--- src/rtl/uart_tx_fifo.sv ---
// uart_tx_fifo: byte FIFO feeding the UART transmitter.
//   clk/rstn          clock, asynchronous active-low reset
//   wr_en/wr_data     producer push (dropped when full)
//   full/count        fill status derived from the registered entry count
//   overflow/ovf_clr  sticky dropped-push flag and its clear
//   tx_ready/tx_data  head byte presented to the transmitter
//   tx_rd             one-cycle pulse from the transmitter consuming the head byte
module uart_tx_fifo #(
   parameter int AW = 4,
   parameter int DW = 8
) (
   input  logic          clk,
   input  logic          rstn,
   input  logic          wr_en,
   input  logic [DW-1:0] wr_data,
   output logic          full,
   output logic [AW:0]   count,
   output logic          overflow,
   input  logic          ovf_clr,
   output logic          tx_ready,
   output logic [DW-1:0] tx_data,
   input  logic          tx_rd
);
   localparam logic [AW:0] DEPTH = {1'b1, {AW{1'b0}}};
   logic [DW-1:0] mem_q [2**AW];
   logic [AW-1:0] wr_ptr_q, wr_ptr_d, rd_ptr_q, rd_ptr_d;
   logic [AW:0]   count_q, count_d;
   logic          ovf_q, ovf_d, push, pop;
   always_comb begin
      push     = wr_en & ~full;
      pop      = tx_rd & tx_ready;
      wr_ptr_d = push ? wr_ptr_q + 1'b1 : wr_ptr_q;
      rd_ptr_d = pop ? rd_ptr_q + 1'b1 : rd_ptr_q;
      count_d  = (push & ~pop) ? count_q + 1'b1 :
                 (pop & ~push) ? count_q - 1'b1 : count_q;
      // a dropped push sets the flag even when a clear arrives in the same cycle
      ovf_d    = (wr_en & full) | (ovf_q & ~ovf_clr);
   end
   always_ff @(posedge clk or negedge rstn) begin
      if (!rstn) begin
         wr_ptr_q <= '0;
         rd_ptr_q <= '0;
         count_q  <= '0;
         ovf_q    <= 1'b0;
      end else begin
         wr_ptr_q <= wr_ptr_d;
         rd_ptr_q <= rd_ptr_d;
         count_q  <= count_d;
         ovf_q    <= ovf_d;
      end
   end
   always_ff @(posedge clk) begin
      if (push) mem_q[wr_ptr_q] <= wr_data;
   end
   always_comb begin
      count    = count_q;
      full     = (count_q == DEPTH);
      tx_ready = (count_q != '0);
      overflow = ovf_q;
      tx_data  = mem_q[rd_ptr_q];
   end
endmodule

--- config.mk ---
export PLATFORM = sky130hd
export DESIGN_NAME = uart_tx_fifo
export DESIGN_NICKNAME = d
export VERILOG_FILES = /design/src/rtl/uart_tx_fifo.sv
export SDC_FILE = /design/constraint.sdc
export NUM_CORES = 1
export LEC_CHECK = 0
export ABC_AREA = 1
export BUFFER_PORTS_ARGS = -buffer_cell sky130_fd_sc_hd__buf_4
export CAP_MARGIN = 40
export CORE_ASPECT_RATIO = 1.5
export CORE_MARGIN = 5
export CORE_UTILIZATION = 55
export CTS_CLUSTER_SIZE = 16
export DETAILED_ROUTE_END_ITERATION = 6
export MAX_ROUTING_LAYER = met4
export PLACE_DENSITY = 0.74
export SYNTH_ARGS = -nofsm -noshare
export SYNTH_HDL_FRONTEND = slang
export SYNTH_SLANG_ARGS = --single-unit
--- constraint.sdc ---
create_clock -name clk -period 2.6 [get_ports clk]
set_input_delay 0.52 -clock clk [delete_from_list [all_inputs] [get_ports clk]]
set_output_delay 0.52 -clock clk [all_outputs]
set_load 0.1 [all_outputs]
# Yosys cells after proc, flatten, opt, wreduce, memory -nomap -nowiden
# Memories as Yosys holds them, arrays and structs flattened.
# Index checks and enable logic that the tools add are counted.
totals:
  ramBits: 128
  mem_count: 1
  out_inout_bits: 16
  word_cells: 27
  regBits: 14
memory_table:
  columns: ["name", "words", "word_bits", "read_ports", "rd_ports_with_merged_regs", "wr", "line", "text"]
  rows:
  - ["mem_q", 16, 8, 1, 0, 1, "25", "logic [DW-1:0] mem_q [2**AW];"]
classes:
  eq_ne: 1
  bitwise: 11
  n_mux: 4
  add_sub_neg: 4
  reduce_logical: 2
ops:
  columns: ["op", "count"]
  rows:
  - ["2-to-1 mux 5 bit", 2]
  - ["adder 4 x 1 -> 4 bit (second input constant)", 2]
  - ["AND 1 bit", 6]
  - ["adder 5 x 1 -> 5 bit (second input constant)", 1]
  - ["equality test 5 bit (second input constant)", 1]
  - ["nonzero test 5 bit", 1]
  - ["subtractor 5 x 1 -> 5 bit (second input constant)", 1]
  - ["inverter 1 bit", 4]
  - ["2-to-1 mux 1 bit", 2]
  - ["nonzero test 2 bit", 1]
  - ["OR 1 bit", 1]

# Logic depth before layout (Yosys ltp)
depth:
  ltp_word: 7
  ltp_mapped: 14

# Least setup slack after synthesis
# No wires, ideal clock.
synth_timing:
  kind: "flip-flop to flip-flop"
  start: "register count_q[1], in the netlist count[1]"
  end: "register count_q[4], in the netlist count[4]"
  t_arrival_ps: 3668
  synth_period_minus_slack_ps: 3788
  path_buffers: 0
  setup_time_ps: 120
  path_stages_with_launch: 12
  slack_ps: -1188
  required_time_ps: 2480
  path_cell_list: "dfrtp_1 > nor2_1 > nand4_1 > nand2_1 > ha_1 > inv_1 > ha_1 > or2_2 > nand3_1 > nand2_1 > nand2_1 > nand2_1"
synth_via:
  elab_cells_between_ends: 14
  cone_classes: "2 x add/sub; 1 x eq/ne; 2 x mux; 7 x bitwise; 2 x reduce/logical"
synth_rtl:
  columns: ["item", "line", "text"]
  rows:
  - ["from (decl)", "27", "logic [AW:0] count_q, count_d;"]
  - ["from (signal assigned)", "48", "count_q <= count_d;"]
  - ["nonzero test 5 bit (*)", "58", "tx_ready = (count_q != '0);"]
  - ["net tx_ready", "20", "output logic tx_ready,"]
  - ["AND 1 bit (*)", "31", "pop = tx_rd & tx_ready;"]
  - ["inverter 1 bit", "34", "count_d = (push & ~pop) ? count_q + 1'b1 :"]
  - ["AND 1 bit", "34", null]
  - ["2-to-1 mux 5 bit or nonzero test 2 bit (tied branches)", null, null]
# The timed path passes the listed nets; every way through them passes the cells marked *. The select of a mux whose other input is x is not followed.
# A chain may end at the register's enable or synchronous reset.

# Worst setup path after layout
layout_timing:
  start: "register rd_ptr_q[1]"
  end: "output port tx_data[7]"
layout_via:
  elab_chain_cells: 1
layout_lines:
  columns: ["item", "line", "text"]
  rows:
  - ["from (decl)", "26", "logic [AW-1:0] wr_ptr_q, wr_ptr_d, rd_ptr_q, rd_ptr_d;"]
  - ["from (signal assigned)", "47", "rd_ptr_q <= rd_ptr_d;"]
  - ["memory read (16 x 8 bit)", null, null]
  - ["to (decl)", "21", "output logic [DW-1:0] tx_data,"]
# No other way between the ends.

==> reports/qor.yml <==
timing:
  min_period_ps: 2507
  worst_pin_slew_ps: 912.6
  setup_slack_ps: 93.42
  rsz0062_at_grt: "false"
  setup_tns_ps: 0
  slew_violations: 0
  max_freq_ghz: 0.3990
  layout_worst_path_cycle_share_pct: 96.41
  hold_viol: 0
  finClkSkew_ps: 6.438
  slew_headroom_pct: 38.94
  setup_viol: 0
job:
  maxCapViolCount: 0
routing:
  first_pass_iters: 4
  dr.first_iter.drc_count: 367
  via_per_inst: 5.229
  vias: 4345
  wirelength_mm: 13.58
  ant_nets: 0
  drt_drc_violations_left: 0
  wl_per_cell_um: 16.34
synth:
  synth_edf_count: 128
  postSynthCellCount: 625
  synth-seq-area-share_pct: 66.72
  synth-main-ff-cell: "edfxtp_1"
  yosysMostFrequentCell: "nand2_1"
  synthTopCellsByArea: "edfxtp_1 61%, nand2_1 14%, dfrtp_1 5.6%, nand3_1 4.5%, nor2_1 4.0%"
  synth_largest_area_cell: "edfxtp_1"
  synth_top_area_share_pct: 61.15
  synthArstFlopShare_pct: 9.859
  syn_area_sq_um: 6286
  synth.ff_latch_count: 142
  avgSynthCellArea_sq_um: 10.06
  synth_warnings: 0
  synth_fp_nets: 648
  synthTopCellsByCount: "241 x nand2_1, 128 x edfxtp_1, 67 x nor2_1, 63 x inv_1, 56 x nand3_1"
  yosysUniqueCellTypes: 21
die:
  dieArea_sq_um: 13710
  initial_core_util_pct: 56.56
  fp.dieH_um: 140.9
  die_x_um: 97.29
  ios: 29
  rows: 47
  coreArea_sq_um: 11110
final_layout:
  drive_above_1_share_pct: 14.77
  stdcell_area_sq_um: 7413
  seqCellArea_sq_um: 4208
  fin_util_pct: 66.70
  multi_input_area_sq_um: 1754
  fillers: 801
  nets: 694
  antennaDiodeCount: 0
  area_growth_pct: 17.93
setup_path:
  worstPathArrival_ps: 1990
  start_kind: "register"
  cp_slowest_cell: "dfrtp_2"
  cpPeakStageDelay_ps: 480
  worst-path-max-fanout: 16
  worstPathRequired_ps: 2080
  crit_type: "reg -> out"
  cp_cell_sequence: "inv_2 -> nand3_1 -> nand3_1 -> nand2_1 -> nand2_1 -> buf_4"
  endpoint_kind: "output pin"
  rrSetupSlack_ps: 390
clock_tree:
  cts.htree.levels: 4
  cts_tree: "built"
  cts.sinks: 142
  clock_path_buffers: 2
  cts.reportedPaths.clkPinSlew_ps: 60
  cts_buffers: 17
  clk-insertion-delay-late_ps: 420
  cts_root_buf: "clkbuf_16"
placement:
  port-buffer-count: 28
  dpl_cell_area_sq_um: 6788
  gp_congestion: 0.8590
  hpwl_mm: 8.802
  dpl_worst_slack_ps: 382.7
grt:
  groute.usage.overall_pct: 21.48
  grt_start_max_net_pins: 51
  overflow: 0
  grt_pass1_wl_mm: 21.74
  grt_pass1_vias: 4269
  antenna_found_initial: 0
worst_hold_path:
  hp-class: "in -> reg"
status:
  outcome: "complete, no violations"
power:
  vdd_drop_max_uv: 1007
  power.density_nw_per_um2: 1322
  p_leak_nw: 3.175
==> critical path, delay by kind of cell, from the launching register on <==
kind	cells	cell delay [ps]
buffers and inverters	2	580
DFF	1	480
and+or+nand+nor	4	500
==> metrics by stage <==
step / hold WS, ps / power (mW) / cells
floorplan: 224.4 / 6.283 / 625
global placement: 380.0 / 7.279 / 798
detailed placement: 382.9 / 7.357 / 798
CTS: 267.0 / 9.832 / 831
global route: 302.4 / 10.34 / 831
finish: 276.9 / 9.801 / 831
==> placed cells by master (no fill, tap or decap), types with 2 or more instances in the layout <==
master and instances:
dfrtp_2 5, ha_4 3, clkbuf_16 17, o21ai_0 5
nand4_1 3, dfrtp_4 2, buf_4 44, inv_6 4
nor2_1 66, nand2_1 239, clkinvlp_4 4, nand2_2 2
clkinv_4 3, ha_1 6, nand3_1 55, dfrtp_1 7
buf_12 2, edfxtp_1 128, xnor2_1 3, xor2_1 3
inv_1 62, clkinv_1 2, inv_2 6, bufinv_16 3
o21ai_1 2
==> logic make-up after synthesis <==
| family | count (synthesis) | synth area share [%] |
|---|---|---|
| compound gates | 7 | 0.5573 |
| xor+xnor | 6 | 0.8361 |
| fa+ha+maj | 10 | 2.110 |
| buf+inv | 91 | 6.210 |
| flops | 142 | 66.72 |
| simple gates | 369 | 23.57 |
==> worst paths after layout <==
path | to | cells past startpoint | start
min in group asynchronous | count[1]$_DFFE_PN0P_ | 2 | rstn
worst min-delay path | overflow$_DFF_PN0_ | 2 | ovf_clr
worst min register to register | count[0]$_DFFE_PN0P_ | 1 | count[0]$_DFFE_PN0P_
worst max register to register | count[4]$_DFFE_PN0P_ | 14 | count[2]$_DFFE_PN0P_
max in group asynchronous | count[2]$_DFFE_PN0P_ | 2 | rstn
worst max-delay path | tx_data[7] | 6 | rd_ptr_q[1]$_DFFE_PN0P_
==> power by group <==
part           switching, mW  internal [mW]
Clock                  0.947           1.52
Sequential             0.190           2.80
Combinational           3.25           1.10
Total                   4.38           5.42
==> sequential cells by signal, indices dropped and copies added (netlist names) <==
signal    count
overflow      1
count         5
mem_q       128
wr_ptr_q      4
rd_ptr_q      4
==> per-layer routing <==
layer	global-route usage (%)	vias to the layer above	wire, um
met5	-	-	0
li1	-	2104	-
met3	5.339	29	764
met2	36.79	143	7077
met4	9.482	0	468
met1	23.84	2069	5265
==> layout make-up <==
type / instances / area share [%]
clock buffer: 17 / 5.738
clock inverter: 15 / 2.498
inverter: 70 / 3.578
multi-input combinational: 392 / 23.66
sequential: 142 / 56.76
tap: 147 / 2.481
timing repair buffer: 48 / 5.283
==> timing repair <==
action	CTS	global route
cloned	0	0
resized for setup	1	1
hold buffers	1	0
setup buffers	0	0
setup endpoints to repair	1	8
endpoints found under the hold margin	14	0
Power figures use the tool's default switching activity.
